==> config.mk <==
export PLATFORM = sky130hd
export DESIGN_NAME = pal_sync_generator_multi
export DESIGN_NICKNAME = d
export VERILOG_FILES = /design/src/rtl/pal_sync_generator_multi.sv
export SDC_FILE = /design/constraint.sdc
export NUM_CORES = 1
export LEC_CHECK = 0
export BUFFER_PORTS_ARGS = -buffer_cell sky130_fd_sc_hd__buf_2
export CAP_MARGIN = 15
export CORE_MARGIN = 2
export CORE_UTILIZATION = 30
export DETAILED_ROUTE_END_ITERATION = 6
export HOLD_SLACK_MARGIN = 0.02
export SYNTH_ARGS = -nofsm -noshare
export SYNTH_HDL_FRONTEND = slang
export SYNTH_SLANG_ARGS = --single-unit
==> constraint.sdc <==
create_clock -name clk -period 3 [get_ports clk]
set_clock_uncertainty 0.1 [all_clocks]
set_input_delay 0.3 -clock clk [delete_from_list [all_inputs] [get_ports clk]]
set_output_delay 0.3 -clock clk [all_outputs]
set_load 0.005 [all_outputs]
==> src/rtl/pal_sync_generator_multi.sv <==
// Multi-mode PAL raster timing (48K / 128K / Pentagon) with registered sync, blank, interrupt and RGB blanking.
// Optional: define PAL_SYNC_SERRATION_EN for inverted-hsync serration of csync on vsync lines.
module pal_sync_generator_multi #(
    parameter int unsigned CW       = 3,
    parameter int unsigned H_END_M0 = 447,
    parameter int unsigned V_END_M0 = 311,
    parameter int unsigned H_END_M1 = 455,
    parameter int unsigned V_END_M1 = 310,
    parameter int unsigned H_END_M2 = 447,
    parameter int unsigned V_END_M2 = 319,
    parameter int unsigned HBLANK_B = 320,
    parameter int unsigned HBLANK_E = 415,
    parameter int unsigned HSYNC_B  = 344,
    parameter int unsigned HSYNC_E  = 375,
    parameter int unsigned VBLANK_B = 248,
    parameter int unsigned VBLANK_E = 255,
    parameter int unsigned VSYNC_B  = 248,
    parameter int unsigned VSYNC_E  = 251,
    parameter int unsigned INT_LINE = 248,
    parameter int unsigned INT_LEN  = 32
) (
    input  logic              clk,
    input  logic              rst,
    input  logic [1:0]        mode,
    input  logic [3*CW-1:0]   rgb_i,
    output logic [8:0]        hcnt,
    output logic [8:0]        vcnt,
    output logic [1:0]        mode_active,
    output logic [3*CW-1:0]   rgb_o,
    output logic              blank,
    output logic              hsync_n,
    output logic              vsync_n,
    output logic              csync,
    output logic              int_n,
    output logic              frame_start
);

    localparam int unsigned CNT_W = 9;
    localparam int unsigned RGB_W = 3 * CW;

    typedef logic [CNT_W-1:0] cnt_t;

    // Mode 3 is not a real machine; it runs 48K timing.
    function automatic logic [1:0] map_mode(input logic [1:0] m);
        return (m == 2'd3) ? 2'd0 : m;
    endfunction

    function automatic logic in_win(input cnt_t c, input cnt_t b, input cnt_t e);
        return (c >= b) && (c <= e);
    endfunction

    cnt_t             hcnt_q, hcnt_d;
    cnt_t             vcnt_q, vcnt_d;
    logic [1:0]       mode_active_q, mode_active_d;
    logic [RGB_W-1:0] rgb_o_q, rgb_o_d;
    logic             blank_q, blank_d;
    logic             hsync_n_q, hsync_n_d;
    logic             vsync_n_q, vsync_n_d;
    logic             csync_q, csync_d;
    logic             int_n_q, int_n_d;
    logic             frame_start_q, frame_start_d;

    cnt_t h_end, v_end;
    logic in_hb, in_vb, in_hs, in_vs;

    // Raster extents of the mode currently in force.
    always_comb begin
        h_end = CNT_W'(H_END_M0);
        v_end = CNT_W'(V_END_M0);
        case (mode_active_q)
            2'd1: begin
                h_end = CNT_W'(H_END_M1);
                v_end = CNT_W'(V_END_M1);
            end
            2'd2: begin
                h_end = CNT_W'(H_END_M2);
                v_end = CNT_W'(V_END_M2);
            end
            default: ;
        endcase
    end

    always_comb begin
        hcnt_d        = hcnt_q + CNT_W'(1);
        vcnt_d        = vcnt_q;
        mode_active_d = mode_active_q;

        // Mode is only picked up at the frame wrap so a frame never mixes timings.
        if (hcnt_q == h_end) begin
            hcnt_d = '0;
            if (vcnt_q == v_end) begin
                vcnt_d        = '0;
                mode_active_d = map_mode(mode);
            end else begin
                vcnt_d = vcnt_q + CNT_W'(1);
            end
        end

        in_hb = in_win(hcnt_q, CNT_W'(HBLANK_B), CNT_W'(HBLANK_E));
        in_vb = in_win(vcnt_q, CNT_W'(VBLANK_B), CNT_W'(VBLANK_E));
        in_hs = in_win(hcnt_q, CNT_W'(HSYNC_B), CNT_W'(HSYNC_E));
        in_vs = in_win(vcnt_q, CNT_W'(VSYNC_B), CNT_W'(VSYNC_E));

        blank_d   = in_hb | in_vb;
        rgb_o_d   = blank_d ? '0 : rgb_i;
        hsync_n_d = ~in_hs;
        vsync_n_d = ~in_vs;
`ifdef PAL_SYNC_SERRATION_EN
        // Serrated vsync: csync pulses high where hsync would be low.
        if (blank_d & in_vs) begin
            csync_d = in_hs;
        end else begin
            csync_d = ~(blank_d & in_hs);
        end
`else
        csync_d = ~(blank_d & (in_hs | in_vs));
`endif
        int_n_d       = ~((vcnt_q == CNT_W'(INT_LINE)) && (hcnt_q < CNT_W'(INT_LEN)));
        frame_start_d = (hcnt_q == '0) && (vcnt_q == '0);
    end

    always_ff @(posedge clk) begin
        if (rst) begin
            hcnt_q        <= '0;
            vcnt_q        <= '0;
            mode_active_q <= map_mode(mode);
            rgb_o_q       <= '0;
            blank_q       <= 1'b1;
            hsync_n_q     <= 1'b1;
            vsync_n_q     <= 1'b1;
            csync_q       <= 1'b1;
            int_n_q       <= 1'b1;
            frame_start_q <= 1'b0;
        end else begin
            hcnt_q        <= hcnt_d;
            vcnt_q        <= vcnt_d;
            mode_active_q <= mode_active_d;
            rgb_o_q       <= rgb_o_d;
            blank_q       <= blank_d;
            hsync_n_q     <= hsync_n_d;
            vsync_n_q     <= vsync_n_d;
            csync_q       <= csync_d;
            int_n_q       <= int_n_d;
            frame_start_q <= frame_start_d;
        end
    end

    assign hcnt        = hcnt_q;
    assign vcnt        = vcnt_q;
    assign mode_active = mode_active_q;
    assign rgb_o       = rgb_o_q;
    assign blank       = blank_q;
    assign hsync_n     = hsync_n_q;
    assign vsync_n     = vsync_n_q;
    assign csync       = csync_q;
    assign int_n       = int_n_q;
    assign frame_start = frame_start_q;

endmodule
==> run_summary.xml <==
<?xml version="1.0" encoding="UTF-8"?>
<metrics>
  <group name="worst_setup_path">
    <metric name="worst-path-buf-inv" unit="">0</metric>
    <metric name="crit_path_start" unit="">mode_active[0]</metric>
    <metric name="worst_path_dominant_cell_family" unit="">compound AO/OA/AOI/OAI gates</metric>
    <metric name="slowest_delay" unit="ns">0.47</metric>
    <metric name="critPathKind" unit="">reg -&gt; reg</metric>
    <metric name="r2r_end" unit="">mode_active[0]</metric>
    <metric name="setup.worst_path.end" unit="">mode_active[0]</metric>
    <metric name="crit_path_cell_trace" unit="">nor2b_1 &gt; o32ai_2 &gt; nand2b_1 &gt; o31ai_1</metric>
    <metric name="worst_path_max_delay_cell" unit="">sky130_fd_sc_hd__edfxtp_1</metric>
    <metric name="cp-end-kind" unit="">register</metric>
    <metric name="r2r-start" unit="">mode_active[0]</metric>
    <metric name="worst_ep_arrival_time" unit="ns">1.91</metric>
    <metric name="timing.reg2reg.worst_path_depth" unit="">4</metric>
    <metric name="r2r_slack" unit="ns">0.96</metric>
    <metric name="cp_max_fo" unit="">6</metric>
    <metric name="critical_path.startpoint_type" unit="">register</metric>
    <metric name="logic_depth_of_the_worst_path_buffers_included" unit="">4</metric>
    <metric name="critical_path_required" unit="ns">2.86</metric>
  </group>
  <group name="global_route">
    <metric name="number_of_global_route_vias_before_repair" unit="">1342</metric>
    <metric name="grt_pass1_wl" unit="mm">6.15</metric>
    <metric name="largest_net_degree_at_the_start_of_global_routing" unit="">14</metric>
    <metric name="grt_antenna_before_repair" unit="">0</metric>
    <metric name="global_route.usage.total" unit="">0.130</metric>
    <metric name="grt.overflow.total" unit="">0</metric>
  </group>
  <group name="power_and_ir_drop">
    <metric name="clockPowerShare" unit="">0.447</metric>
    <metric name="power_frac_comb" unit="">0.057</metric>
    <metric name="power" unit="mW">0.994</metric>
    <metric name="p_leak" unit="nW">0.822</metric>
    <metric name="cell_internal_pwr" unit="mW">0.763</metric>
    <metric name="netSwitchingFraction" unit="">0.232</metric>
    <metric name="power.net_switching" unit="mW">0.230</metric>
    <metric name="power_density" unit="nW/µm²">499</metric>
    <metric name="max-vdd-ir-drop" unit="mV">0.314</metric>
    <metric name="pwr-share-seq" unit="">0.496</metric>
  </group>
  <group name="timing">
    <metric name="hold_violations" unit="">0</metric>
    <metric name="layout_worst_path_cycle_share" unit="">0.681</metric>
    <metric name="max_slew.worst_pin.slew" unit="ns">0.553</metric>
    <metric name="timing.final.crit_period" unit="ns">2.04</metric>
    <metric name="max_clock_freq" unit="MHz">489</metric>
    <metric name="slew_violations" unit="">0</metric>
    <metric name="unrepaired_setup_endpoints_after_global_routing" unit="">no</metric>
    <metric name="sum_neg_setup_slack" unit="ns">0</metric>
    <metric name="timing.max_slew.rel_slack" unit="">0.631</metric>
    <metric name="report.final.setup_viol" unit="">0</metric>
  </group>
  <group name="status">
    <metric name="status" unit="">finished, final reports clean</metric>
  </group>
  <group name="floorplan">
    <metric name="num_rows" unit="">26</metric>
    <metric name="floorplan.io_pins" unit="">48</metric>
    <metric name="floorplan.die.width" unit="µm">76.8</metric>
    <metric name="dieHeight" unit="µm">76.8</metric>
    <metric name="effective_utilization_at_floorplan" unit="">0.311</metric>
    <metric name="fp.coreArea" unit="µm²">5110</metric>
    <metric name="fp.dieArea" unit="µm²">5890</metric>
  </group>
  <group name="synthesis">
    <metric name="netlist_area" unit="µm²">1590</metric>
    <metric name="ys.flop_type" unit="">sky130_fd_sc_hd__dfxtp_1</metric>
    <metric name="async_flop_share" unit="">0</metric>
    <metric name="post_synth.cell_area_avg" unit="µm²">9.74</metric>
    <metric name="yosysSeqAreaShare" unit="">0.454</metric>
    <metric name="netlist-cell-type-count" unit="">47</metric>
    <metric name="synth_enable_flop_cells" unit="">2</metric>
    <metric name="yosys_warnings" unit="">0</metric>
    <metric name="post_synth_inst_count" unit="">163</metric>
    <metric name="synth.ff_latch_count" unit="">35</metric>
    <metric name="mappedNetlistNets" unit="">181</metric>
  </group>
  <group name="clock_network">
    <metric name="cts-root-to-sink-buffers" unit="">2</metric>
    <metric name="post_cts_resized" unit="">0</metric>
    <metric name="cts_num_sinks" unit="">35</metric>
    <metric name="maximum_level_of_the_cts_h_tree" unit="">2</metric>
    <metric name="number_of_clock_buffers_inserted_by_tritoncts" unit="">5</metric>
    <metric name="clock_latency" unit="ns">0.29</metric>
    <metric name="worst_setup_hold_path_clk_slew" unit="ns">0.08</metric>
    <metric name="tritoncts_clock_tree" unit="">done</metric>
    <metric name="postCtsHoldBufs" unit="">0</metric>
    <metric name="post_cts_buffers" unit="">0</metric>
    <metric name="root_buffer" unit="">sky130_fd_sc_hd__clkbuf_8</metric>
  </group>
  <group name="route">
    <metric name="drt_drc_violations_left" unit="">0</metric>
    <metric name="first_pass_iters" unit="">4</metric>
    <metric name="drt-total-wl" unit="mm">3.53</metric>
    <metric name="detail_route.wl_per_cell" unit="µm">12.5</metric>
    <metric name="top_signal_layer_used" unit="">met4</metric>
    <metric name="ant_nets" unit="">0</metric>
    <metric name="met2_wirelength" unit="mm">1.60</metric>
    <metric name="routed_met3_length" unit="µm">232</metric>
    <metric name="mean_number_of_vias_per_cell" unit="">4.80</metric>
    <metric name="route.layer.met1.wl" unit="mm">1.65</metric>
    <metric name="dr.first_iter.drc_count" unit="">63</metric>
    <metric name="routed_vias" unit="">1353</metric>
  </group>
  <group name="cells_and_area">
    <metric name="layout-area-overhead-vs-synth" unit="%">25.5</metric>
    <metric name="num_antenna_cells" unit="">0</metric>
    <metric name="final_core_utilization" unit="">0.390</metric>
    <metric name="post_route_cells_drive_above_1_share" unit="">0.335</metric>
    <metric name="highest_count_cells_in_the_layout_ignoring_fill_and_taps" unit="">47 x sky130_fd_sc_hd__buf_2, 33 x sky130_fd_sc_hd__dfxtp_1, 20 x sky130_fd_sc_hd__nor2_1, 10 x sky130_fd_sc_hd__and2_1, 8 x sky130_fd_sc_hd__inv_1</metric>
    <metric name="leading_cell_type_in_the_layout_fill_and_taps_excluded" unit="">sky130_fd_sc_hd__buf_2</metric>
    <metric name="fin_nets" unit="">229</metric>
    <metric name="final_cell_count_without_fillers" unit="">282</metric>
  </group>
  <group name="flow_run">
    <metric name="drv.max_cap_violation_count" unit="">0</metric>
  </group>
  <group name="placement">
    <metric name="dpl.cell_count" unit="">274</metric>
    <metric name="numPortBuffers" unit="">47</metric>
    <metric name="post_detailed_placement_half_perimeter_wirelength" unit="mm">2.64</metric>
    <metric name="routability_driven_placement_congestion_ratio" unit="">0.755</metric>
  </group>
  <group name="min_path">
    <metric name="hp-class" unit="">in -&gt; reg</metric>
  </group>
</metrics>
[power by group through the flow]
stage / logic [mW] / registers (mW) / clock network [mW]
3_5_place_dp: 0.0575 / 0.504 / 0
2_1_floorplan: 0.0303 / 0.503 / 0
3_3_place_gp: 0.0570 / 0.503 / 0
6_report: 0.0567 / 0.493 / 0.444
4_1_cts: 0.0576 / 0.493 / 0.456
5_1_grt: 0.0632 / 0.495 / 0.480
[synthesized netlist by cell type, types with 3 or more instances]
cell	count	area share
sky130_fd_sc_hd__ha_1	5	0.039
sky130_fd_sc_hd__nor3_1	3	0.0095
sky130_fd_sc_hd__nand4_1	4	0.016
sky130_fd_sc_hd__nor2_1	20	0.047
sky130_fd_sc_hd__and2_1	10	0.039
sky130_fd_sc_hd__and3_1	3	0.012
sky130_fd_sc_hd__o31ai_1	4	0.019
sky130_fd_sc_hd__inv_1	8	0.019
sky130_fd_sc_hd__o211ai_1	5	0.024
sky130_fd_sc_hd__nor2b_1	5	0.020
sky130_fd_sc_hd__buf_2	4	0.013
sky130_fd_sc_hd__nand2_1	6	0.014
sky130_fd_sc_hd__nand3_1	5	0.016
sky130_fd_sc_hd__dfxtp_1	33	0.42
sky130_fd_sc_hd__xnor2_1	6	0.033
sky130_fd_sc_hd__or2_2	3	0.012
[sequential cells by signal, indices dropped and copies added (netlist names), 2 cells and up]
| signal | count |
|---|---|
| hcnt | 9 |
| vcnt | 9 |
| mode_active | 2 |
| rgb_o | 9 |
[worst register-to-register path, stage by stage, from the launching register on]
cell                       delay (ns)
sky130_fd_sc_hd__edfxtp_1        0.47
sky130_fd_sc_hd__nor2b_1         0.19
sky130_fd_sc_hd__o32ai_2         0.37
sky130_fd_sc_hd__nand2b_1        0.20
sky130_fd_sc_hd__o31ai_1         0.39
[kinds of logic after synthesis]
family	count (synthesis)	share of synthesized area
and+or+nand+nor	72	0.264
muxes	1	0.00630
adders and majority gates	5	0.0394
buffers and inverters	14	0.0410
DFF	35	0.454
xor gates and xnor gates	8	0.0441
AOI/OAI and AO/OA	28	0.151
[through the flow]
step	instance area [µm²]	hold slack, ns	setup WS, ns
floorplan	1590	0.272	1.12
global placement	1880	0.366	0.967
detailed placement	1880	0.378	0.935
CTS	1990	0.0895	0.937
global route	1990	0.0774	0.807
finish	1990	0.0982	0.957
[how the worst min path moves through the flow]
stage | from | to | slack, ns | depth (start not counted)
after global placement | hcnt[0] | hcnt[0] | 0.37 | 1
after floorplan | rst | hcnt[2] | 0.27 | 1
after detailed placement | hcnt[0] | hcnt[0] | 0.38 | 1
final | rgb_i[5] | rgb_o[5] | 0.1 | 2
after global routing | rgb_i[7] | rgb_o[7] | 0.08 | 2
after CTS | rgb_i[2] | rgb_o[2] | 0.09 | 2
[metal layers]
metal,vias up,global-route usage
li1,671,-
met1,635,0.159
met2,40,0.208
met3,7,0.0494
met4,0,0.0509
met5,-,0
[layout make-up]
| cell class | instances | area [µm²] |
|---|---|---|
| clock buffers | 5 | 68.8 |
| clock inverters | 3 | 47.5 |
| fillers | 536 | 3120 |
| inverters | 8 | 30.0 |
| multi-input cells | 114 | 802 |
| flip-flops and latches | 35 | 721 |
| well taps | 70 | 87.6 |
| repair buffers | 47 | 235 |
Power figures use the tool's default switching activity.
